$ cat src/rtl/vga_fb_arbiter_if.sv
// Pixel-writer handshake between a CPU/drawing engine and vga_fb_arbiter.
// The master modport is the writer side; the slave modport is the arbiter side.
`timescale 1ns/1ps
interface vga_fb_arbiter_if #(
   parameter int ADDR_W = 19,
   parameter int PIX_W  = 8
);
   logic              wr_req;
   logic [ADDR_W-1:0] wr_addr;
   logic [PIX_W-1:0]  wr_data;
   logic              wr_ack;
   logic              wr_err;

   modport master (
      output wr_req, wr_addr, wr_data,
      input  wr_ack, wr_err
   );

   modport slave (
      input  wr_req, wr_addr, wr_data,
      output wr_ack, wr_err
   );
endinterface

$ cat src/rtl/vga_fb_arbiter.sv
// Framebuffer RAM scheduler: VGA scan-out reads versus a pixel writer.
// Optional front/back buffering is enabled by defining FB_DOUBLE_BUF_EN.
`timescale 1ns/1ps
module vga_fb_arbiter #(
   parameter int FB_W       = 640,
   parameter int FB_H       = 480,
   parameter int H_DRAW_MIN = 160,
   parameter int ADDR_W     = 19,
   parameter int PIX_W      = 8
) (
   input  logic              clk,
   input  logic              rst,
   input  logic              pix_clk,
   input  logic              draw_active,
   input  logic [9:0]        pix_x,
   input  logic [8:0]        pix_y,
   input  logic              screen_end,
   vga_fb_arbiter_if.slave   wr,
`ifdef FB_DOUBLE_BUF_EN
   input  logic              swap_req,
   output logic              front_sel,
   output logic              swap_pending,
   output logic [ADDR_W:0]   mem_addr,
`else
   output logic [ADDR_W-1:0] mem_addr,
`endif
   output logic              mem_we,
   output logic [PIX_W-1:0]  mem_wdata,
   input  logic [PIX_W-1:0]  mem_rdata,
   output logic [PIX_W-1:0]  pix_data,
   output logic              pix_valid
);

`ifdef FB_DOUBLE_BUF_EN
   localparam int MA_W = ADDR_W + 1;
`else
   localparam int MA_W = ADDR_W;
`endif

   localparam logic [31:0]     FB_W_V = 32'(FB_W);
   localparam logic [ADDR_W:0] FB_SZ  = (ADDR_W+1)'(FB_W * FB_H);

   typedef enum logic [1:0] {
      IDLE,
      DRD,
      WR
   } st_t;

   st_t st_q;
   st_t st_d;

   logic              disp_pend;
   logic              wr_go;
   logic              wr_ok;
   logic [ADDR_W-1:0] y_w;
   logic [ADDR_W-1:0] y_mul;
   logic [ADDR_W-1:0] x_off;
   logic [ADDR_W-1:0] disp_addr;
   logic [MA_W-1:0]   rd_addr;
   logic [MA_W-1:0]   wa;

   logic              ack_q;
   logic              err_q;
   logic [MA_W-1:0]   addr_d;
   logic              we_d;
   logic [PIX_W-1:0]  wdata_d;
   logic              ack_d;
   logic              err_d;

   logic              rd1;
   logic              bl1;
   logic              bl2;

   // The read is granted on the clk right after the strobe, so it never waits.
   assign disp_pend = pix_clk & draw_active;
   assign wr_ok     = ({1'b0, wr.wr_addr} < FB_SZ);
   assign wr_go     = wr.wr_req & ~ack_q & ~disp_pend;

   // Scan address: pix_y*FB_W as a sum of shifted copies, plus x offset.
   always_comb begin
      y_w   = ADDR_W'(pix_y);
      y_mul = '0;
      for (int i = 0; i < 32; i++) begin
         if (FB_W_V[i]) y_mul = y_mul + (y_w << i);
      end
      x_off     = ADDR_W'(pix_x) - ADDR_W'(H_DRAW_MIN);
      disp_addr = y_mul + x_off;
   end

`ifdef FB_DOUBLE_BUF_EN
   assign rd_addr = {front_sel, disp_addr};
   assign wa      = {~front_sel, wr.wr_addr};
`else
   assign rd_addr = disp_addr;
   assign wa      = wr.wr_addr;
`endif

   // State register.
   always_ff @(posedge clk or negedge rst) begin
      if (!rst) st_q <= IDLE;
      else      st_q <= st_d;
   end

   // Next state: display read first, writer only after a quiet clk.
   always_comb begin
      st_d = IDLE;
      unique case (1'b1)
         disp_pend: st_d = DRD;
         wr_go:     st_d = WR;
         default:   st_d = IDLE;
      endcase
   end

   // Next values of the registered RAM and handshake outputs.
   always_comb begin
      addr_d  = mem_addr;
      we_d    = 1'b0;
      wdata_d = mem_wdata;
      ack_d   = 1'b0;
      err_d   = err_q;
      unique case (st_d)
         DRD: begin
            addr_d = rd_addr;
         end
         WR: begin
            addr_d  = wa;
            we_d    = wr_ok;
            wdata_d = wr.wr_data;
            ack_d   = 1'b1;
            err_d   = err_q | ~wr_ok;
         end
         default: begin
         end
      endcase
   end

   // Output registers; reset kills any in-flight write at once.
   always_ff @(posedge clk or negedge rst) begin
      if (!rst) begin
         mem_addr  <= '0;
         mem_we    <= 1'b0;
         mem_wdata <= '0;
         ack_q     <= 1'b0;
         err_q     <= 1'b0;
      end else begin
         mem_addr  <= addr_d;
         mem_we    <= we_d;
         mem_wdata <= wdata_d;
         ack_q     <= ack_d;
         err_q     <= err_d;
      end
   end

   assign wr.wr_ack = ack_q;
   assign wr.wr_err = err_q;

   // Two-deep sample pipe: read data or blank lands at strobe + 3.
   always_ff @(posedge clk or negedge rst) begin
      if (!rst) begin
         rd1       <= 1'b0;
         bl1       <= 1'b0;
         bl2       <= 1'b0;
         pix_data  <= '0;
         pix_valid <= 1'b0;
      end else begin
         rd1 <= (st_q == DRD);
         bl1 <= pix_clk & ~draw_active;
         bl2 <= bl1;
         if (bl2) begin
            pix_data  <= '0;
            pix_valid <= 1'b0;
         end else if (rd1) begin
            pix_data  <= mem_rdata;
            pix_valid <= 1'b1;
         end
      end
   end

`ifdef FB_DOUBLE_BUF_EN
   logic swap_hit;
   assign swap_hit = pix_clk & screen_end & swap_pending;

   // Buffer swap at frame end; a request in the swap clk waits a frame.
   always_ff @(posedge clk or negedge rst) begin
      if (!rst) begin
         front_sel    <= 1'b0;
         swap_pending <= 1'b0;
      end else if (swap_hit) begin
         front_sel    <= ~front_sel;
         swap_pending <= swap_req;
      end else if (swap_req) begin
         swap_pending <= 1'b1;
      end
   end
`endif

endmodule
$ cat src/flat_wrapper.sv
// flat-port wrapper written by rule: the top's interface ports become plain ports
module vga_fb_arbiter_flat 
#(
   parameter int FB_W       = 640,
   parameter int FB_H       = 480,
   parameter int H_DRAW_MIN = 160,
   parameter int ADDR_W     = 19,
   parameter int PIX_W      = 8
)
  (clk, rst, pix_clk, draw_active, pix_x, pix_y, screen_end, mem_addr, mem_we, mem_wdata, mem_rdata, pix_data, pix_valid, wr_wr_req, wr_wr_addr, wr_wr_data, wr_wr_ack, wr_wr_err);
  vga_fb_arbiter_if #(.ADDR_W(ADDR_W), .PIX_W(PIX_W)) wr_i ();
  input  logic clk;
  input  logic rst;
  input  logic pix_clk;
  input  logic draw_active;
  input  logic [9:0] pix_x;
  input  logic [8:0] pix_y;
  input  logic screen_end;
  output logic [ADDR_W-1:0] mem_addr;
  output logic mem_we;
  output logic [PIX_W-1:0] mem_wdata;
  input  logic [PIX_W-1:0] mem_rdata;
  output logic [PIX_W-1:0] pix_data;
  output logic pix_valid;
  input wire logic [$bits(wr_i.wr_req)-1:0] wr_wr_req;
  input wire logic [$bits(wr_i.wr_addr)-1:0] wr_wr_addr;
  input wire logic [$bits(wr_i.wr_data)-1:0] wr_wr_data;
  output wire logic [$bits(wr_i.wr_ack)-1:0] wr_wr_ack;
  output wire logic [$bits(wr_i.wr_err)-1:0] wr_wr_err;
  assign wr_i.wr_req = wr_wr_req;
  assign wr_i.wr_addr = wr_wr_addr;
  assign wr_i.wr_data = wr_wr_data;
  assign wr_wr_ack = wr_i.wr_ack;
  assign wr_wr_err = wr_i.wr_err;
  vga_fb_arbiter #(.FB_W(FB_W), .FB_H(FB_H), .H_DRAW_MIN(H_DRAW_MIN), .ADDR_W(ADDR_W), .PIX_W(PIX_W)) u_core (.clk(clk), .rst(rst), .pix_clk(pix_clk), .draw_active(draw_active), .pix_x(pix_x), .pix_y(pix_y), .screen_end(screen_end), .wr(wr_i), .mem_addr(mem_addr), .mem_we(mem_we), .mem_wdata(mem_wdata), .mem_rdata(mem_rdata), .pix_data(pix_data), .pix_valid(pix_valid));
endmodule
$ cat config.mk
export PLATFORM = sky130hd
export DESIGN_NAME = vga_fb_arbiter_flat
export DESIGN_NICKNAME = d
export VERILOG_FILES = /design/src/rtl/vga_fb_arbiter_if.sv /design/src/rtl/vga_fb_arbiter.sv /design/src/flat_wrapper.sv
export SDC_FILE = /design/constraint.sdc
export NUM_CORES = 1
export LEC_CHECK = 0
export ABC_AREA = 1
export CORE_MARGIN = 4
export CORE_UTILIZATION = 45
export DETAILED_ROUTE_END_ITERATION = 10
export HOLD_SLACK_MARGIN = 0.1
export PLACE_DENSITY = 0.82
export SLEW_MARGIN = 10
export SYNTH_ARGS = -nofsm -noshare
export SYNTH_HDL_FRONTEND = slang
export SYNTH_SLANG_ARGS = --single-unit
export TNS_END_PERCENT = 20
$ cat constraint.sdc
create_clock -name clk -period 1.4 [get_ports clk]
set_input_delay 0.28 -clock clk [delete_from_list [all_inputs] [get_ports clk]]
set_output_delay 0.28 -clock clk [all_outputs]
set_load 0.05 [all_outputs]
==> key figures, run 1 <==
STA
  • Fin. Hold Viols: 0
  • Clock Skews: 0.00964 ns
  • Worst slew pin tran: 0.475 ns
  • WHS: 0.214 ns
  • Endpoints failing setup: 10
  • RSZ-0062 raised after global routing: yes
  • FMAX: 0.428 GHz
  • Slew HR: 0.683
  • Setup slack after layout: -0.937 ns
  • Tmin final: 2.34 ns
  • Setup_tns: -8.30 ns
  • Final Cycle Share: 1.67
  • Slew Viols, Final: 0

Synthesis
  • Register area share after synthesis: 0.411
  • Top-count cell post-synth: nand2_1
  • Syn Nets: 415
  • Leading area contributor after synthesis: dfrtp_1
  • Share of the synthesized area in the top cell type: 0.411
  • Top cells by area, synth: dfrtp_1 (41%), nand2_1 (17%), nand3_1 (7.3%), ha_1 (7.2%), fa_1 (6.1%)
  • Post-synthesis cell type count: 27
  • Ys Warns: 0
  • Average size of a mapped cell: 7.88 sq um
  • Top FF cell, synth: dfrtp_1
  • Most frequent cells after synthesis: nand2_1 (121), dfrtp_1 (43), nand3_1 (38), inv_1 (36), nor2_1 (24)
  • Synth Register Bits: 43
  • Post-synthesis cell area: 2620 sq um
  • Number of synthesized flops with an enable pin: 0
  • Cell count after synthesis: 332
  • Fraction of registers with async set/reset: 1.00

Die
  • DIE AREA: 7100 sq um
  • # IOs: 99
  • Die width: 84.3 um
  • Initial Utilization: 0.470
  • Die Height: 84.3 um
  • Core area: 5570 sq um
  • Row count: 27

Routing
  • DRC viols: 0
  • DR pass1 iterations: 6
  • Via count: 2,967
  • First DRT Iteration DRCs: 256
  • Drt total wl: 9820 um
  • Post-DRT Antenna Nets: 0
  • WL per Instance: 18.1 um
  • Routed vias/inst: 5.46

Pwr
  • Tot Pwr: 5.77 mW
  • Leakage: 2.36 nW
  • VDD IR-drop max: 0.973 mV
  • Power Density: 1210 nW/um^2

Worst setup path
  • CP peak stage delay: 0.53 ns
  • Worst EP arrival: 2.53 ns
  • CP cell instances: buf_12 -> inv_12 -> ha_4 -> o21ai_2 -> xor2_1 -> fa_1 -> inv_2 -> fa_2 -> nand2_2 -> nor2_4 -> nor2_4 -> inv_2 -> nand2_2 -> nand2_2 -> nand2_1 -> nand3_1 -> nand2_1 -> nand2_1
  • CP max-delay cell: fa_1
  • Crit-path max FO: 2
  • R2R setup slack: 0.07 ns
  • Worst r2r dst: u_core.mem_addr[11]
  • WS Path Type: input port to flop
  • Required time worst endpoint: 1.59 ns
  • Crit start category: input port
  • R2r startpoint: u_core.wr.wr_ack
  • Reg2Reg Depth: 6
  • Crit end category: flop

Flow run
  • Max Cap Violations: 0

Min path
  • Hold path cells: 2
  • Hold_sp: pix_x[5]
  • Worst hold endpoint: u_core.mem_addr[5]
  • Worst hold path type: input port to flop

Global route
  • GR Util All Layers: 0.251
  • Vias in the first global route: 3,036
  • First-pass GRT wire length: 14,300 um
  • Antenna violations before repair: 0
  • Global route overflow: 0
  • Largest net degree at the start of global routing: 20

Placement
  • PortBufs: 97
  • Placement Cell Area: 4460 sq um
  • Placer Congestion: 0.880
  • HPWL Detailed: 6740 um

CTS
  • Maximum clock path buffer count: 2
  • CTS sink count: 43
  • TritonCTS clock tree: done
  • CTS Buf Count: 5
  • CTS Root Cell: clkbuf_8
  • Clk Latency, worst-skew pair: 0.30 ns
  • CTS HTree Levels: 2
  • Worst-path clk slew: 0.09 ns

Cells and area
  • Synth-to-Final Area Change: 82.6%
  • Share of cells above drive strength 1: 0.314
  • Nets: 553
  • Antenna cell count: 0
  • Post-layout util: 0.857
  • Fillers: 285
  • Post-route cell area: 4780 sq um

Outcome
  • Violated checks: setup timing
  • Status: finished with violations
-- where the power goes --
group          switching, mW  internal, mW
combinational           1.56          1.41
sequential             0.220          1.42
clock                  0.444         0.713
total                   2.22          3.55
-- metrics by stage --
step / setup slack [ns] / std cells
after detailed placement: -1.73 / 530
after CTS: -0.893 / 542
after global placement: -1.56 / 530
final: -0.937 / 543
after global routing: -0.991 / 543
after floorplan: -0.915 / 332
-- layout make-up --
type | count | area (sq um) | share of cell area
Clock inverter | 2 | 60.1 | 0.0126
Multi-Input combinational cell | 243 | 1590 | 0.333
Tap cell | 72 | 90.1 | 0.0189
Inverter | 38 | 163 | 0.0340
Timing Repair Buffer | 139 | 1730 | 0.362
Clock buffer | 6 | 72.6 | 0.0152
Sequential cell | 43 | 1080 | 0.225
-- cell usage in the layout (no fill, tap or decap), types with 3 or more instances in the layout --
cell             netlist  final
buf_4                  2     36
xor2_1                 3      3
ha_4                   0      8
o211ai_1               4      4
nand3_2                1      5
o21ai_1                1      3
nor2_1                24     19
nand3_1               38     32
nor2_4                 0      3
o21ai_0               10      6
nand2_2                1     14
inv_2                  1      5
ha_1                  15      6
clkdlybuf4s50_1        0     50
clkbuf_8               0      5
nand2_1              121    108
dfrtp_1               43     43
buf_12                 0     43
nor2_2                 2      4
fa_1                   8      6
inv_1                 36     30
a21oi_1                6      4
-- timing repair --
item,CTS,global route
pin swaps,18,18
hold endpoints to repair,16,0
endpoints found under the setup margin,12,11
gates resized for setup,31,30
setup buffers,3,2
hold buffers,1,0
-- flip-flops by register name, summed over array words and instances, names as in the netlist --
register and cells:
u_core.wr.wr_err 1, u_core.mem_we 1, u_core.pix_data 8, u_core.wr.wr_ack 1, u_core.rd1 1, u_core.bl1 1
u_core.st_q 1, u_core.pix_valid 1, u_core.mem_wdata 8, u_core.bl2 1, u_core.mem_addr 19
-- kinds of logic (layout without fill, tap and decap cells) --
logic type,count (synthesis),in the layout,share of synthesized area
xor gates and xnor gates,5,5,0.0167
buffers and inverters,46,185,0.0774
AOI/OAI and AO/OA,24,24,0.0535
DFF,43,43,0.411
adders and majority gates,23,23,0.133
and+or+nand+nor,191,191,0.308
-- metal layers --
| metal | GRT usage | vias to the layer above | wire, um |
|---|---|---|---|
| met5 | 0 | - | 0 |
| met4 | 0.101 | 0 | 523 |
| met3 | 0.0530 | 52 | 796 |
| met2 | 0.465 | 195 | 5170 |
| met1 | 0.279 | 1394 | 3330 |
| li1 | - | 1326 | - |
-- worst max-delay path, delay by kind of cell --
kind	cells	cell delay, ns
AO/OA/AOI/OAI	1	0.05
adder cells (fa/ha/maj)	3	1.04
XOR/XNOR	1	0.17
AND/OR/NAND/NOR	9	0.71
buffers and inverters	4	0.27
-- worst max-delay path by stage --
stage	from	endpoint	cells past startpoint
finish	pix_x[6]	u_core.mem_addr[14]	18
global placement	pix_x[6]	u_core.mem_addr[14]	19
detailed placement	pix_x[5]	u_core.mem_addr[14]	18
global route	pix_x[6]	u_core.mem_addr[18]	14
CTS	pix_x[6]	u_core.mem_addr[14]	19
floorplan	pix_x[6]	u_core.mem_addr[14]	17
No activity file was read; power rests on OpenSTA's default activity.
==> inputs of run 2 (changes only) <==
--- a/config.mk
+++ b/config.mk
@@ -9,6 +9,7 @@
 export CORE_MARGIN = 4
 export CORE_UTILIZATION = 45
 export DETAILED_ROUTE_END_ITERATION = 10
+export GPL_TIMING_DRIVEN = 0
 export HOLD_SLACK_MARGIN = 0.1
 export PLACE_DENSITY = 0.82
 export SLEW_MARGIN = 10
==> key figures, run 2 (same netlist as run 1, synthesis figures left out) <==
STA
  • WHS: 0.216 ns (+0.00215 ns)
  • Final Cycle Share: 1.61 (-0.0622)
  • FMAX: 0.445 GHz (+3.9%)
  • Setup_tns: -7.60 ns (+0.699 ns)
  • Slew HR: 0.799 (+0.116)
  • RSZ-0062 raised after global routing: yes
  • Clock Skews: 0.00494 ns (-0.00470 ns)
  • Setup slack after layout: -0.850 ns (+0.0871 ns)
  • Worst slew pin tran: 0.302 ns (-0.173 ns)
  • Slew Viols, Final: 0 (unchanged)
  • Tmin final: 2.25 ns (-0.0871 ns)
  • Fin. Hold Viols: 0 (unchanged)
  • Endpoints failing setup: 10 (unchanged)

Global route
  • Vias in the first global route: 2,629 (-13%)
  • Largest net degree at the start of global routing: 34 (+70%)
  • First-pass GRT wire length: 12,200 um (-14%)
  • GR Util All Layers: 0.209 (-0.0420)
  • Antenna violations before repair: 0 (unchanged)
  • Global route overflow: 0 (unchanged)

Cells and area
  • Antenna cell count: 0 (unchanged)
  • Biggest regs: u_core.mem_addr x19, u_core.mem_wdata x8, u_core.pix_data x8
  • Final non-filler cell total: 521 (-4.1%)
  • Nets: 531 (-4.0%)
  • Largest Register: u_core.mem_addr
  • Synth-to-Final Area Change: 57.6%
  • Share of cells above drive strength 1: 0.249 (-0.0648)
  • Most frequent cells in the layout: nand2_1 (113), clkdlybuf4s50_1 (50), dfrtp_1 (43)
  • Fillers: 443 (+55%)
  • Max FFs per register: 19 (unchanged)
  • Commonest non-fill, non-tap cell in the layout: nand2_1

CTS
  • Maximum clock path buffer count: 2 (unchanged)
  • CTS sink count: 43 (unchanged)
  • Clk Latency, worst-skew pair: 0.29 ns (about the same)
  • CTS Root Cell: clkbuf_8
  • Worst-path clk slew: 0.08 ns (about the same)
  • TritonCTS clock tree: done
  • CTS Buf Count: 5 (unchanged)
  • CTS HTree Levels: 2 (unchanged)

Die
  • Die Height: 84.3 um (unchanged)
  • # IOs: 99 (unchanged)
  • Initial Utilization: 0.470 (unchanged)
  • Core area: 5570 sq um (unchanged)
  • Die width: 84.3 um (unchanged)
  • DIE AREA: 7100 sq um (unchanged)
  • Row count: 27 (unchanged)

Pwr
  • Net Sw Frac: 0.420 (+0.0347)
  • Tot Pwr: 4.56 mW (-21%)
  • Sequential Power Share: 0.334 (+0.049)
  • VDD IR-drop max: 0.750 mV (-23%)
  • Switching pwr: 1.91 mW (-14%)
  • Combinational group share of total power: 0.499 (-0.016)
  • Power Density: 1100 nW/um^2 (-8.5%)
  • Leakage: 2.01 nW (-15%)
  • Pint: 2.64 mW (-25%)
  • Clk pwr share: 0.166 (-0.035)

Placement
  • HPWL Detailed: 5550 um (-18%)
  • Placer Congestion: 0.829 (-5.8%)
  • Dpl cells: 502 (-5.3%)
  • PortBufs: 97 (unchanged)
  • Worst slack at placement: -1.77 ns (-0.0401 ns)

Outcome
  • Status: finished with violations
  • Violated checks: setup timing

Routing
  • Routed vias/inst: 4.99 (-8.7%)
  • Via count: 2,598 (-12%)
  • First DRT Iteration DRCs: 118 (-54%)
  • WL per Instance: 14.1 um (-22%)
  • DRC viols: 0 (unchanged)
  • DR pass1 iterations: 4 (-2)
  • Drt total wl: 7350 um (-25%)
  • Post-DRT Antenna Nets: 0 (unchanged)

Worst setup path
  • Crit end category: flop
  • CP max-delay cell: fa_1
  • CP most frequent cell: nand2_1
  • CP cell instances: buf_8 -> inv_6 -> ha_4 -> o21ai_2 -> xor2_1 -> fa_1 -> inv_2 -> fa_2 -> nand2_2 -> nor2_2 -> nor2_2 -> inv_2 -> nand2_2 -> nand2_1 -> nand2_1 -> nand3_1 -> nand2_1 -> nand2_1
  • Delay-heaviest family, CP: adder cells
  • WS Path Type: input port to flop
  • Crit path from: pix_x[5]
  • CP peak stage delay: 0.52 ns (about the same)
  • R2r startpoint: u_core.wr.wr_ack
  • Crit-path max FO: 3 (+1)
  • Buf/Inv on CP: 4 (unchanged)
  • Required time worst endpoint: 1.58 ns (about the same)
  • Crit start category: input port
  • Worst EP arrival: 2.43 ns (-0.10 ns)

Min path
  • Worst hold path type: input port to flop
  • Hold_sp: pix_x[5]

Flow run
  • Max Cap Violations: 0 (unchanged)
## run 2: cell count changes in the layout (fill, tap and decap cells not counted), sizes merged
cell | previous run | this run
clkbuf | 8 | 6
buf | 83 | 23
clkinv | 0 | 1
clkdlybuf4s15 | 0 | 40
clkinvlp | 0 | 1
dlymetal6s2s | 2 | 0
bufinv | 2 | 0
dlygate4sd2 | 1 | 3
## run 2: final timing paths
path / to / slack (ns) / cells past startpoint
max in group asynchronous: u_core.mem_wdata[5] / 0.56 / 3
hold reg to reg: u_core.bl2 / 0.35 / 0
setup / recovery: u_core.mem_addr[16] / -0.85 / 18
hold / removal: u_core.mem_addr[5] / 0.22 / 2
min in group asynchronous: u_core.pix_data[6] / 0.39 / 2
setup reg to reg: u_core.mem_addr[10] / 0.15 / 7
## run 2: metrics by stage
| step | area, sq um | utilization |
|---|---|---|
| finish | 4120 | 0.740 |
| global route | 4120 | 0.740 |
| CTS | 4100 | 0.735 |
| detailed placement | 3830 | 0.688 |
| global placement | 3820 | 0.685 |
| floorplan | 2760 | - |
## run 2: timing repair
| action | 4_1_cts | 5_1_grt |
|---|---|---|
| setup buffers | 10 | 0 |
| hold buffers | 1 | 0 |
| resized for setup | 153 | 8 |
| endpoints found under the setup margin | 51 | 19 |
| pin swaps | 16 | 5 |
| hold endpoints to repair | 10 | 0 |
## run 2: area by class of cell
type | count | area, sq um | area share
Tap cell | 72 | 90.1 | 0.0218
Multi-Input combinational cell | 243 | 1510 | 0.367
Inverter | 38 | 163 | 0.0394
Timing Repair Buffer | 109 | 1140 | 0.276
Buffer | 8 | 57.6 | 0.0140
Clock buffer | 6 | 72.6 | 0.0176
Sequential cell | 43 | 1080 | 0.261
Clock inverter | 2 | 12.5 | 0.00303
## run 2: power groups by stage
stage	Combinational (mW)	Clock, mW	Sequential, mW
6_report	2.27	0.758	1.52
5_1_grt	2.45	0.830	1.55
4_1_cts	2.22	0.775	1.52
3_5_place_dp	2.17	0	1.54
3_3_place_gp	2.13	0	1.54
2_1_floorplan	0.786	0	2.16
## run 2: per-layer routing
metal	GRT usage	wire (um)
met5	0	0
met4	0.0541	130
met3	0.0461	534
met2	0.365	3690
met1	0.263	3000
## run 2: worst register-to-register path, delay by kind of cell, from the launching register on
family | cells | cell delay (ns)
flip-flops | 1 | 0.40
buffers and inverters | 3 | 0.37
AND/OR/NAND/NOR | 4 | 0.36
==> inputs of run 3 (changes only) <==
--- a/config.mk
+++ b/config.mk
@@ -9,7 +9,6 @@
 export CORE_MARGIN = 4
 export CORE_UTILIZATION = 45
 export DETAILED_ROUTE_END_ITERATION = 10
-export GPL_TIMING_DRIVEN = 0
 export HOLD_SLACK_MARGIN = 0.1
 export PLACE_DENSITY = 0.82
 export SLEW_MARGIN = 10
==> results of run 3 <==
The final DEF is identical to that of run 1; final timing and power are the same.
